`config.mk`:
```
export PLATFORM = sky130hd
export DESIGN_NAME = scsp_timer_bank
export DESIGN_NICKNAME = d
export VERILOG_FILES = /design/src/rtl/scsp_timer_bank.sv
export SDC_FILE = /design/constraint.sdc
export NUM_CORES = 1
export LEC_CHECK = 0
export BUFFER_PORTS_ARGS = -buffer_cell sky130_fd_sc_hd__clkbuf_2
export CAP_MARGIN = 20
export CORE_MARGIN = 2
export CORE_UTILIZATION = 55
export DETAILED_ROUTE_END_ITERATION = 16
export PLACE_DENSITY_LB_ADDON = 0.08
export SYNTH_ARGS = -nofsm -noshare
export SYNTH_HDL_FRONTEND = slang
export SYNTH_SLANG_ARGS = --single-unit
```
`constraint.sdc`:
```
create_clock -name CLK -period 3.9 [get_ports CLK]
set_input_delay 0.585 -clock CLK [delete_from_list [all_inputs] [get_ports CLK]]
set_output_delay 0.585 -clock CLK [all_outputs]
set_load 0.02 [all_outputs]
```
`src/rtl/scsp_timer_bank.sv`:
```
// rtl/scsp_timer_bank.sv - bank of sample-rate timers with prescaler, sticky pending flags and IRQ
//
// Purpose: NUM_TIMERS independent up-counters advanced by SAMPLE_CE through a
//   per-timer power-of-two prescaler (divide by 2^ctl). Counter wrap sets a
//   sticky pending flag and a one-cycle overflow strobe.
// Optional feature: define SCSP_TIMER_ONESHOT_EN to make timers loaded with
//   ONESHOT=1 halt at 0 after their first overflow until reloaded.
//
// Ports:
//   CLK        system clock
//   RST        asynchronous active-high reset
//   SAMPLE_CE  one-cycle pulse per output sample, acts as the counting enable
//   WR         per-timer load strobe (wins over SAMPLE_CE in the same cycle)
//   WDATA_CNT  shared counter load value
//   WDATA_CTL  shared prescaler select load value
//   ONESHOT    per-timer one-shot select, captured on WR
//   IEN        interrupt enable mask
//   ACK        per-timer pending clear strobe (overflow wins)
//   CNT        packed counter values, timer i at [i*CNT_W +: CNT_W]
//   PEND       sticky overflow pending flags
//   OVF_PULSE  one-cycle overflow strobe
//   IRQ        OR over timers of PEND & IEN (combinational)

`timescale 1ns/1ps

module scsp_timer_bank #(
  parameter int NUM_TIMERS = 3,
  parameter int CNT_W      = 8,
  parameter int PRE_W      = 3
) (
  input  logic                        CLK,
  input  logic                        RST,
  input  logic                        SAMPLE_CE,
  input  logic [NUM_TIMERS-1:0]       WR,
  input  logic [CNT_W-1:0]            WDATA_CNT,
  input  logic [PRE_W-1:0]            WDATA_CTL,
  input  logic [NUM_TIMERS-1:0]       ONESHOT,
  input  logic [NUM_TIMERS-1:0]       IEN,
  input  logic [NUM_TIMERS-1:0]       ACK,
  output logic [NUM_TIMERS*CNT_W-1:0] CNT,
  output logic [NUM_TIMERS-1:0]       PEND,
  output logic [NUM_TIMERS-1:0]       OVF_PULSE,
  output logic                        IRQ
);

  // Largest divide ratio is 2^(2^PRE_W-1), so the prescaler needs that many bits.
  localparam int PS_W = (1 << PRE_W) - 1;

  for (genvar i = 0; i < NUM_TIMERS; i++) begin : g_timer
    logic [CNT_W-1:0] counter;
    logic [PRE_W-1:0] ctl;
    logic [PS_W-1:0]  prescaler;
    logic             halt;
    logic             oneshot;
    logic             pend;
    logic             ovf;

    logic [PS_W-1:0]  mask;
    logic             tick;
    logic             carry;
    logic             wrap;

    // mask has the low ctl bits set; ctl=0 gives an empty mask so every tick carries.
    for (genvar b = 0; b < PS_W; b++) begin : g_mask
      assign mask[b] = (ctl > PRE_W'(b));
    end

    assign tick  = SAMPLE_CE & ~WR[i] & ~halt;
    assign carry = &(prescaler | ~mask);
    assign wrap  = tick & carry & (&counter);

    always_ff @(posedge CLK or posedge RST) begin
      if (RST) begin
        counter   <= '0;
        ctl       <= '0;
        prescaler <= '0;
        halt      <= 1'b0;
        oneshot   <= 1'b0;
        pend      <= 1'b0;
        ovf       <= 1'b0;
      end else begin
        ovf <= wrap;

        if (WR[i]) begin
          counter   <= WDATA_CNT;
          ctl       <= WDATA_CTL;
          prescaler <= '0;
          halt      <= 1'b0;
          oneshot   <= ONESHOT[i];
        end else if (tick) begin
          if (carry) begin
            prescaler <= '0;
            counter   <= counter + CNT_W'(1);
          end else begin
            prescaler <= prescaler + PS_W'(1);
          end
        end

`ifdef SCSP_TIMER_ONESHOT_EN
        // The wrap already leaves the counter at 0; halting keeps it there.
        if (wrap && oneshot) begin
          halt <= 1'b1;
        end
`endif

        // A wrap in the same cycle as ACK keeps the flag set so no event is lost.
        if (wrap) begin
          pend <= 1'b1;
        end else if (ACK[i]) begin
          pend <= 1'b0;
        end
      end
    end

`ifndef SCSP_TIMER_ONESHOT_EN
    // Mode bit is still captured so the register map is identical in both builds.
    logic unused_oneshot;
    assign unused_oneshot = oneshot;
`endif

    assign CNT[i*CNT_W +: CNT_W] = counter;
    assign PEND[i]               = pend;
    assign OVF_PULSE[i]          = ovf;
  end

  assign IRQ = |(PEND & IEN);

endmodule

```
==> impl_metrics.json <==
{
  "outcome": "completed",
  "p_leak_uw": 0.00162,
  "tns_ns": 0,
  "multi_input_area_um2": 1700,
  "clkSinkCount": 60,
  "synth_ff_type": "dfrtp_1",
  "combPwrFrac_pct": 17.4,
  "crit_path_end_kind": "register",
  "syn_to_final_growth_pct": 12.8,
  "nets": 446,
  "area.sequential_um2": 1500,
  "chipWidth_um": 82.4,
  "dr.pass1.iters": 5,
  "gp_congestion": 0.828,
  "cts_resized": 0,
  "port_buffers": 53,
  "yosys_register_bits": 60,
  "clock_power_share_pct": 34.1,
  "final_util_pct": 64.3,
  "fin_crit_ns": 2.13,
  "cts_root_buf": "clkbuf_8",
  "clock_latency_ns": 0.35,
  "power_density_nw_per_um2": 387,
  "slew_headroom_pct": 45.6,
  "critPathSlowestCell": "or4_1",
  "cp.required_ns": 4.18,
  "ys_types": 50,
  "hp-class": "in2async",
  "grt_max_degree": 34,
  "synthArstFlopShare_pct": 100,
  "drv_cap": 0,
  "internal-power_uw": 1010,
  "seq_area_frac_synth_pct": 44.5,
  "synth-edff-count": 0,
  "pwr-share-seq_pct": 48.5,
  "place_hpwl_um": 5320,
  "power_switching_uw": 459,
  "tritoncts": "yes",
  "p_total_uw": 1470,
  "slew_viol_final": 0,
  "die-area_um2": 6780,
  "wl_per_cell_um": 15.8,
  "irDropWorstVdd_uv": 256,
  "nFillCells": 505,
  "skew_ns": 0.00801,
  "grt_pass1_wl_um": 12900,
  "drc": 0,
  "final_common_cell": "dfrtp_1",
  "diodes": 0,
  "synthCells": 370,
  "drive_gt1_share_pct": 20.6,
  "yosysWarnings": 0,
  "synth_area_leader_cell": "dfrtp_1",
  "htreeDepth": 3,
  "finalHoldViolCount": 0,
  "setup_viol": 0,
  "path_max_fanout": 12,
  "final_cell_mix": "dfrtp_1, clkbuf_2, nand2_1",
  "syn_area_per_cell_um2": 9.13,
  "whs_ns": 0.328,
  "startpoint_type": "register",
  "die_height_um": 82.4,
  "drtIter0Drc": 191,
  "path_class": "reg2reg",
  "antenna_found_initial": 0,
  "grt-ovfl-total": 0,
  "routed_via_density": 6.06,
  "track_usage_pct": 25.5,
  "worst_pin_slew_ns": 0.817,
  "coreArea_um2": 5920,
  "max_stage_delay_ns": 0.61,
  "synth_top_cell_area_share_pct": 44.5,
  "drt-total-wl_um": 7790,
  "max_freq_mhz": 468,
  "arrival_ns": 2.41,
  "syn_area_um2": 3380,
  "swShare_pct": 31.2,
  "start_util_pct": 57.0,
  "ant_nets": 0,
  "io_pins": 57,
  "clkTransAtPathRegs_ns": 0.07,
  "yosys-top-cells-area": "dfrtp_1, nand2_1, mux2_2, nor2_1, a31oi_1",
  "post_cts_buffers": 0,
  "clock_path_buffers": 2,
  "cts_made_buffers": 9,
  "ff2ff_path_depth": 5,
  "row_count": 28,
  "dr_total_vias": 2988,
  "first_global_vias": 2663,
  "rsz0062_at_grt": "false",
  "synth.net_count": 402,
  "finalCritPeriodShare_pct": 54.7,
  "hold_buffers": 0,
  "crit_chain": "nor2b_1, o211ai_1, nand3_1, or4_1, a31oi_1"
}
worst paths after layout:
path                       slack (ns)                                   to                     startpoint
max reg2reg                      1.77    g_timer[0].counter[7]$_DFFE_PP0P_  g_timer[0].ctl[1]$_DFFE_PP0P_
max in group asynchronous        2.73  g_timer[1].prescaler[3]$_DFFE_PP0P_                            RST
min in group CLK                 0.48          g_timer[2].pend$_DFFE_PP0P_                         ACK[2]
min reg2reg                      0.51          g_timer[0].pend$_DFFE_PP0P_    g_timer[0].pend$_DFFE_PP0P_
min                              0.33  g_timer[0].prescaler[3]$_DFFE_PP0P_                            RST
max                              1.77    g_timer[0].counter[7]$_DFFE_PP0P_  g_timer[0].ctl[1]$_DFFE_PP0P_
logic make-up (layout without fill, tap and decap cells):
group	after synthesis	in the layout	share of synthesized area (%)
multiplexers	13	13	4.22
adder cells (fa/ha/maj)	6	6	2.22
AO/OA/AOI/OAI	90	90	18.1
buffers and inverters	38	86	5.15
flip-flops	60	60	44.5
AND/OR/NAND/NOR	153	153	23.3
XOR/XNOR	10	10	2.59
registers in the layout, summed over array words and instances (netlist names):
register / count
g_timer.ctl: 9
g_timer.ovf: 3
g_timer.pend: 3
g_timer.counter: 24
g_timer.prescaler: 21
stage by stage:
step | instance area [µm²] | setup slack (ns) | std cells
2_1_floorplan | 3380 | 1.83 | 370
3_3_place_gp | 3640 | 1.81 | 478
3_5_place_dp | 3640 | 1.77 | 478
4_1_cts | 3810 | 1.76 | 493
5_1_grt | 3810 | 1.58 | 493
6_report | 3810 | 1.77 | 493
critical path: cells and delay by family (launching register included):
family          cells  cell delay (ns)
compound gates      2             0.46
flops               1             0.42
simple gates        3             1.17
cells in the mapped netlist, types with 4 or more instances:
cell type	number
nor4_1	6
mux2_2	10
nand4_1	13
nand2_1	36
and3_1	4
a22oi_1	4
dfrtp_1	60
buf_4	6
o21ai_0	14
nand3_1	17
nor2_1	29
nor3_1	10
a31oi_1	15
o31ai_1	12
nand2b_1	10
or3_1	6
inv_1	12
ha_1	6
xnor2_1	8
a21oi_1	12
or4_1	10
a2bb2oi_1	4
clkbuf_1	14
o211ai_1	7
routing by layer:
layer  routed length (µm)  GRT usage, %
met1                 3600          35.2
met5                    0             0
met2                 3630          38.2
met4                  152          12.7
met3                  405          5.11
power groups by stage:
stage	sequential, µW	combinational, µW	clock (µW)
after global routing	722	289	541
final	714	257	502
after detailed placement	725	258	0
after CTS	713	259	510
after floorplan	743	153	0
after global placement	723	251	0
final cells by class:
| cell class | count | share of cell area [%] |
|---|---|---|
| sequential | 60 | 39.4 |
| inverter | 15 | 1.48 |
| clock buffer | 13 | 4.17 |
| clock inverter | 2 | 0.263 |
| tap | 75 | 2.46 |
| timing repair buffer | 56 | 7.55 |
| multi-input combinational | 272 | 44.7 |
No activity file was read; power rests on OpenSTA's default activity.
